<file path="src/rtl/coreriscv_axi4_meta_write_sched.sv">
// Round-robin scheduler for the L1 D-cache metadata write port, with a one-entry registered output stage.
// Optional build macro CORERISCV_AXI4_META_SCHED_REFILL_PRIO_EN gives refill (requester 0) absolute priority.
module coreriscv_axi4_meta_write_sched #(
  parameter int IDX_W = 7,
  parameter int TAG_W = 19,
  parameter int COH_W = 2
) (
  input  logic             clk,
  input  logic             reset,
  input  logic             io_in_0_valid,
  output logic             io_in_0_ready,
  input  logic [IDX_W-1:0] io_in_0_bits_idx,
  input  logic             io_in_0_bits_way_en,
  input  logic [TAG_W-1:0] io_in_0_bits_data_tag,
  input  logic [COH_W-1:0] io_in_0_bits_data_coh_state,
  input  logic             io_in_1_valid,
  output logic             io_in_1_ready,
  input  logic [IDX_W-1:0] io_in_1_bits_idx,
  input  logic             io_in_1_bits_way_en,
  input  logic [TAG_W-1:0] io_in_1_bits_data_tag,
  input  logic [COH_W-1:0] io_in_1_bits_data_coh_state,
  input  logic             io_in_2_valid,
  output logic             io_in_2_ready,
  input  logic [IDX_W-1:0] io_in_2_bits_idx,
  input  logic             io_in_2_bits_way_en,
  input  logic [TAG_W-1:0] io_in_2_bits_data_tag,
  input  logic [COH_W-1:0] io_in_2_bits_data_coh_state,
  input  logic             io_kill,
  input  logic             io_out_ready,
  output logic             io_out_valid,
  output logic [IDX_W-1:0] io_out_bits_idx,
  output logic             io_out_bits_way_en,
  output logic [TAG_W-1:0] io_out_bits_data_tag,
  output logic [COH_W-1:0] io_out_bits_data_coh_state,
  output logic [1:0]       io_chosen,
  output logic             io_busy
);

  // Handshake: a requester is accepted in a cycle where valid & ready are both high;
  // ready is a function of valid (grant), so requesters must raise valid without waiting for ready.
  // The output stage presents a write while io_out_valid is high and retires it on io_out_ready.

  logic [2:0]       valid_vec;
  logic [2:0]       grant;
  logic [1:0]       win;
  logic             can_load;
  logic             accept;
  logic [IDX_W-1:0] win_idx;
  logic             win_way_en;
  logic [TAG_W-1:0] win_tag;
  logic [COH_W-1:0] win_coh;

  assign valid_vec = {io_in_2_valid, io_in_1_valid, io_in_0_valid};

`ifdef CORERISCV_AXI4_META_SCHED_REFILL_PRIO_EN
  // sel_two = 0 prefers requester 1 among the non-refill pair, 1 prefers requester 2.
  logic sel_two;

  always_comb begin
    grant = 3'b000;
    win   = 2'd0;
    if (valid_vec[0]) begin
      grant[0] = 1'b1;
      win      = 2'd0;
    end else if (valid_vec[1] && (!sel_two || !valid_vec[2])) begin
      grant[1] = 1'b1;
      win      = 2'd1;
    end else if (valid_vec[2]) begin
      grant[2] = 1'b1;
      win      = 2'd2;
    end
  end

  always_ff @(posedge clk) begin
    if (reset) begin
      sel_two <= 1'b0;
    end else if (accept && (win != 2'd0)) begin
      sel_two <= (win == 2'd1);
    end
  end
`else
  logic [1:0] ptr;

  // Walk candidates from furthest to nearest so the nearest valid one (offset 0) wins.
  always_comb begin
    grant = 3'b000;
    win   = 2'd0;
    for (int k = 2; k >= 0; k--) begin
      logic [2:0] sum;
      sum = {1'b0, ptr} + 3'(k);
      if (sum >= 3'd3) sum = sum - 3'd3;
      if (valid_vec[sum[1:0]]) begin
        grant          = 3'b000;
        grant[sum[1:0]] = 1'b1;
        win            = sum[1:0];
      end
    end
  end

  always_ff @(posedge clk) begin
    if (reset) begin
      ptr <= 2'd0;
    end else if (accept) begin
      ptr <= (win == 2'd2) ? 2'd0 : win + 2'd1;
    end
  end
`endif

  assign can_load = !io_kill && (!io_out_valid || io_out_ready);
  assign accept   = (|valid_vec) && can_load;

  assign io_in_0_ready = grant[0] && can_load;
  assign io_in_1_ready = grant[1] && can_load;
  assign io_in_2_ready = grant[2] && can_load;

  always_comb begin
    win_idx    = io_in_0_bits_idx;
    win_way_en = io_in_0_bits_way_en;
    win_tag    = io_in_0_bits_data_tag;
    win_coh    = io_in_0_bits_data_coh_state;
    case (win)
      2'd1: begin
        win_idx    = io_in_1_bits_idx;
        win_way_en = io_in_1_bits_way_en;
        win_tag    = io_in_1_bits_data_tag;
        win_coh    = io_in_1_bits_data_coh_state;
      end
      2'd2: begin
        win_idx    = io_in_2_bits_idx;
        win_way_en = io_in_2_bits_way_en;
        win_tag    = io_in_2_bits_data_tag;
        win_coh    = io_in_2_bits_data_coh_state;
      end
      default: ;
    endcase
  end

  // Kill beats both accept and drain; payload only moves on accept so it is stable while stalled.
  always_ff @(posedge clk) begin
    if (reset) begin
      io_out_valid               <= 1'b0;
      io_out_bits_idx            <= '0;
      io_out_bits_way_en         <= 1'b0;
      io_out_bits_data_tag       <= '0;
      io_out_bits_data_coh_state <= '0;
      io_chosen                  <= 2'd0;
    end else if (io_kill) begin
      io_out_valid <= 1'b0;
    end else if (accept) begin
      io_out_valid               <= 1'b1;
      io_out_bits_idx            <= win_idx;
      io_out_bits_way_en         <= win_way_en;
      io_out_bits_data_tag       <= win_tag;
      io_out_bits_data_coh_state <= win_coh;
      io_chosen                  <= win;
    end else if (io_out_ready) begin
      io_out_valid <= 1'b0;
    end
  end

  assign io_busy = io_out_valid || (|valid_vec);

endmodule

</file>
<file path="config.mk">
export PLATFORM = sky130hd
export DESIGN_NAME = coreriscv_axi4_meta_write_sched
export DESIGN_NICKNAME = d
export VERILOG_FILES = /design/src/rtl/coreriscv_axi4_meta_write_sched.sv
export SDC_FILE = /design/constraint.sdc
export NUM_CORES = 1
export LEC_CHECK = 0
export BUFFER_PORTS_ARGS = -buffer_cell sky130_fd_sc_hd__buf_2
export CAP_MARGIN = 5
export CORE_ASPECT_RATIO = 0.6
export CORE_MARGIN = 2
export CORE_UTILIZATION = 30
export CTS_CLUSTER_SIZE = 25
export DETAILED_ROUTE_END_ITERATION = 6
export PLACE_DENSITY = 0.6
export SLEW_MARGIN = 10
export SYNTH_ARGS = -nofsm -noshare
export SYNTH_HDL_FRONTEND = slang
export SYNTH_SLANG_ARGS = --single-unit
</file>
<file path="constraint.sdc">
create_clock -name clk -period 5.27 [get_ports clk]
set_input_delay 0.2635 -clock clk [delete_from_list [all_inputs] [get_ports clk]]
set_output_delay 0.2635 -clock clk [all_outputs]
set_load 0.02 [all_outputs]
</file>
# Word level (Yosys, flattened, before mapping)
# Index checks and enable logic that the tools add are counted.
# word_totals
register_bits	34
inputBits	94
out_inout_bits	36
word_cells	69
# op_classes
addsub	6
magnitude_cmp	9
n_eq_ne	2
muxes	28
bitwise_logic	1
n_reduce_logical	16
# op_table
op	n
$pmux 19 s2	1
$mux 2	7
$pmux 7 s2	1
$lt 2x3->1 const B	3
$mux 3	3
$logic_and 1x1->1	8
$mux 1	8
$bmux 1 s2	3
$demux 1 s2	3
$ge 2x1->1 const B	3
$ge 3x2->1 const B	2
$sub 2x2->2 const B	3
$pmux 2 s2	1
$add 2x1->3 const B	1
$add 2x2->3 const B	1
$reduce_or 3->1	1
$add 2x1->2 const B	1
$eq 2x1->1 const B	1
$eq 2x2->1 const B	1
$ge 2x2->1 const B	1
$logic_not 1->1	2
$logic_or 1x1->1	2
$pmux 1 s2	1
$reduce_and 2->1	1
other kinds (3)	3

# Depth between registers and ports, before layout
# depth
depth_word	11
depth_mapped	14
mapped_depth_nobuf	11

# Least setup slack after synthesis
# Ideal clock, no wire load.
# synth_path
path_type	register to register
from	register ptr[0]
to	register io_out_bits_data_tag[11]
setup_ns	0.136
arrival_time_ns	2.368
required_time_ns	5.134
slack_ns	2.766
stages_incl_launch_ff	14
n_path_buf	3
synth_period_minus_slack_ns	2.504
cell_sequence	dfxtp_1 -> inv_1 -> ha_1 -> clkbuf_1 -> a31oi_1 -> o221ai_1 -> inv_1 -> ha_1 -> buf_2 -> buf_2 -> a22oi_1 -> nand2_1 -> o211ai_1 -> a21oi_2
# synth_via
elab_chain_cells	10
word_cells_on_any_way	23
classes_between	add/sub: 5; order compare: 3; eq/ne: 2; mux: 13
# synth_lines
item	line	text
from (decl)	82	logic [1:0] ptr;
from (signal assigned)	104	ptr <= (win == 2'd2) ? 2'd0 : win + 2'd1;
$add 2x2->3	90	sum = {1'b0, ptr} + 3'(k);
$ge 3x2->1 or $sub 2x2->2 (tied branches)	91	if (sum >= 3'd3) sum = sum - 3'd3;
$mux 2	91	
$bmux 1 s2	92	if (valid_vec[sum[1:0]]) begin
$mux 1 (not written as such)	92	
$mux 2 (2 in a row)	92	
$mux 2 (*)	92	
via win[1]	45	logic [1:0] win;
$eq 2x2->1 or $eq 2x1->1 (tied branches)	121	case (win)
$pmux 19 s2 (*)	121	
to (signal assigned)	153	io_out_bits_data_tag <= win_tag;
to (decl)	33	output logic [TAG_W-1:0] io_out_bits_data_tag,
# Mark *: on every way through the listed nets, which the timed path passes. The rest lies on a longest branch. The select of a mux whose other input is x is not followed.
# A chain may end at the register's enable or synchronous reset.

# Worst setup path after layout
# layout_path
from	register ptr[0]
to	register io_out_bits_data_tag[10]
# layout_via
elab_chain_cells	10
word_cells_on_any_way	23
classes_between	add/sub: 5; order compare: 3; eq/ne: 2; mux: 13
# layout_lines
item	line
$add 2x2->3	90
$ge 3x2->1 or $sub 2x2->2 (tied branches)	91
$mux 2	91
$bmux 1 s2	92
$mux 1 (not written as such)	92
$mux 2 (2 in a row)	92
$mux 2 (*)	92
$eq 2x2->1 or $eq 2x1->1 (tied branches)	121
$pmux 19 s2 (*)	121
# Every way passes the cells marked *; elsewhere a longest branch is shown, timed or not. The select of a mux whose other input is x is not followed.

==> results.md <==
* Status: completed
* WL/cell at 14.6 um
* Clk_lat worst skew at 0.27 ns
* # hold bufs at CTS at 0
* Max-slew violation count at 0
* Synth area leaders: dfxtp_1 (32%), nand2_1 (11%), a22oi_1 (11%)
* Post-Syn Nets at 370
* Maximum fanout along the worst path at 29
* Period minus WS final at 3.31 ns
* Reg2reg end: io_out_bits_data_tag[10]$_SDFFE_PP0P_
* PwrDens at 335 mW/mm^2
* Total power at 0.000969 W
* Setup crit end kind: flip-flop
* Ant diodes at 0
* Data arrival time of the worst path at 3.51 ns
* R2R depth at 9
* GRT Overall Usage at 16.7%
* Via density at 5.06
* Synthesized instance count at 269
* M2 GR Usage at 25.2%
* Die width at 113 um
* Final ANT Viol Nets at 0
* Hold_ws at 0.166 ns
* Top cells by count, synth: nand2_1 (64), dfxtp_1 (34), a22oi_1 (30), o211ai_1 (29), a21oi_1 (23)
* Synth Cell Area at 0.00212 mm^2
* Area delta synth->final at 36.2%
* Die area at 0.00778 mm^2
* R2r startpoint: ptr[0]$_SDFFE_PP0P_
* Actual slew at the worst max-slew pin at 1.19 ns
* Endpoint, Worst Hold: io_out_valid$_SDFFE_PP0P_
* Cell with the most instances after synthesis: nand2_1
* I/O Buffers at 129
* Clock skew at 0.00595 ns
* Initial antenna violation count at 0
* Number of remaining DRC errors at 0
* Worst hold stages at 2
* Max_cap viols at 0
* Final setup viols at 0
* Fraction of registers with async set/reset at 0%
* Initial drt markers at 82
* Final Worst Setup Slack at 1.96 ns
* Post-Layout Cell Count at 466
* Yosys cell types at 35
* Yosys synthesis warning count at 0
* RePlAce Congestion at 0.785
* Clk buf depth at 2
* VDD IR max at 0.131 mV
* Final TNS setup at 0 ns
* Vias in the first global route at 2143
* Global route overflow at 0
* Share of the clock period used by the worst path at 62.9%
* Post-synth top flop: dfxtp_1
* I/O Pins at 130
* Leak at 1.27 nW
* Area leader, netlist: dfxtp_1
* HPWL after DPL at 4.78 mm
* Fin nets at 479
* Slew HR at 20.8%
* Seq cells post-synth at 34
* Unrepaired setup endpoints after global routing: no
* Layout cells sized above 1 at 40.1%
* CORE AREA at 0.00676 mm^2
* TritonCTS Buffers at 5
* Hold Path Class: in2reg
* Final wirelength at 6.80 mm
* Htree depth at 2
* Post-synth EDFFs at 0
* Clock-pin slew on the worst setup and hold paths at 0.06 ns
* Placed cell count at 458
* CTS tree: built
* Post-CTS setup buffer count at 0
* Type of origin of the critical path: flip-flop
* Via count at 2356
* Starting utilization of the core area at 31.3%
* Clock sinks at 34
* Seq/Total Area, Yosys at 32.1%
* Post-synth top area share at 32.1%
* Fmax at 302 MHz
* Busiest grt layer: met2
* Crit path required time at 5.47 ns
* Hold path startpoint: io_kill
* First-pass GRT wire length at 10.5 mm
* Clock Tree Root: clkbuf_16
* M3 GR Usage at 5.45%
* DRT Pass-1 Iters at 4
* DP Worst Slack at 1.96 ns
* Met1 Usage GRT at 23.5%
* Row Count at 23
* Largest net degree at the start of global routing at 59
* Die height at 69.1 um
* Worst Setup Path Type: reg2reg
* R2r setup slk at 1.96 ns
* Final hold vios at 0
* Mean Syn Cell Area at 7.88 um^2
* CTS resizes at 0
[layout by cell type (no fill, tap or decap), drive strengths merged, types with 2 or more instances in the layout]
master	count
a211oi	2
a21oi	33
a22oi	30
buf	130
clkbuf	7
dfxtp	34
ha	7
inv	5
mux2i	4
nand2	64
nand2b	2
nand3b	4
nor2	6
nor3	2
o211ai	29
o21ai	3
o31ai	2
[worst max path at each step]
stage | slack [ns] | from | to
floorplan | 2.77 | ptr[0]$_SDFFE_PP0P_ | io_out_bits_data_tag[11]$_SDFFE_PP0P_
global placement | 2.05 | ptr[0]$_SDFFE_PP0P_ | io_out_bits_data_tag[15]$_SDFFE_PP0P_
detailed placement | 1.96 | ptr[0]$_SDFFE_PP0P_ | io_out_bits_data_tag[10]$_SDFFE_PP0P_
CTS | 1.89 | ptr[0]$_SDFFE_PP0P_ | io_out_bits_data_tag[10]$_SDFFE_PP0P_
global route | 1.64 | ptr[0]$_SDFFE_PP0P_ | io_out_bits_data_tag[10]$_SDFFE_PP0P_
finish | 1.96 | ptr[0]$_SDFFE_PP0P_ | io_out_bits_data_tag[10]$_SDFFE_PP0P_
[through the flow]
stage	utilization, %	cell area [um^2]
floorplan	-	2120
global placement	40.3	2730
detailed placement	40.3	2730
CTS	42.7	2890
global route	42.7	2890
finish	42.7	2890
[final cells by class]
class | count | area, um^2
well taps | 87 | 109
flip-flops and latches | 34 | 681
clock buffers | 7 | 133
repair buffers | 130 | 653
fillers | 726 | 3870
multi-input cells | 202 | 1260
clock inverters | 1 | 30.0
inverters | 5 | 18.8
[per-layer routing]
metal | vias up | share of wire [%]
met3 | 4 | 9.3
met5 | - | 0
li1 | 1192 | -
met2 | 113 | 41
met1 | 1047 | 49
met4 | 0 | 0.68
[critical path, cell delays in order (launching register included)]
cell      delay [ns]
dfxtp_1         0.35
inv_1           0.07
ha_1            0.43
nor3b_1         0.20
o221ai_1        0.50
ha_1            1.07
a22oi_1         0.21
nand2_1         0.13
o211ai_1        0.11
a21oi_1         0.16
[power by group]
| part | internal (W) | switching [W] |
|---|---|---|
| Sequential | 0.000288 | 0.0000156 |
| Clock | 0.000224 | 0.000107 |
| Combinational | 0.000127 | 0.000208 |
| Total | 0.000638 | 0.000331 |
[kinds of logic (layout without fill, tap and decap cells)]
| logic type | after synthesis | after routing | synth area share (%) |
|---|---|---|---|
| flip-flops | 34 | 34 | 32.1 |
| AO/OA/AOI/OAI | 108 | 108 | 37.0 |
| adder cells (fa/ha/maj) | 7 | 7 | 4.13 |
| AND/OR/NAND/NOR | 83 | 83 | 16.5 |
| multiplexers | 4 | 4 | 1.89 |
| buffers and inverters | 33 | 143 | 8.38 |
[registers in the layout (all words and copies together), names as in the netlist]
signal and cells:
ptr 2, io_out_valid 1, io_chosen 2, io_out_bits_data_coh_state 2
io_out_bits_way_en 1, io_out_bits_data_tag 19, io_out_bits_idx 7
No activity file was read; power rests on OpenSTA's default activity.
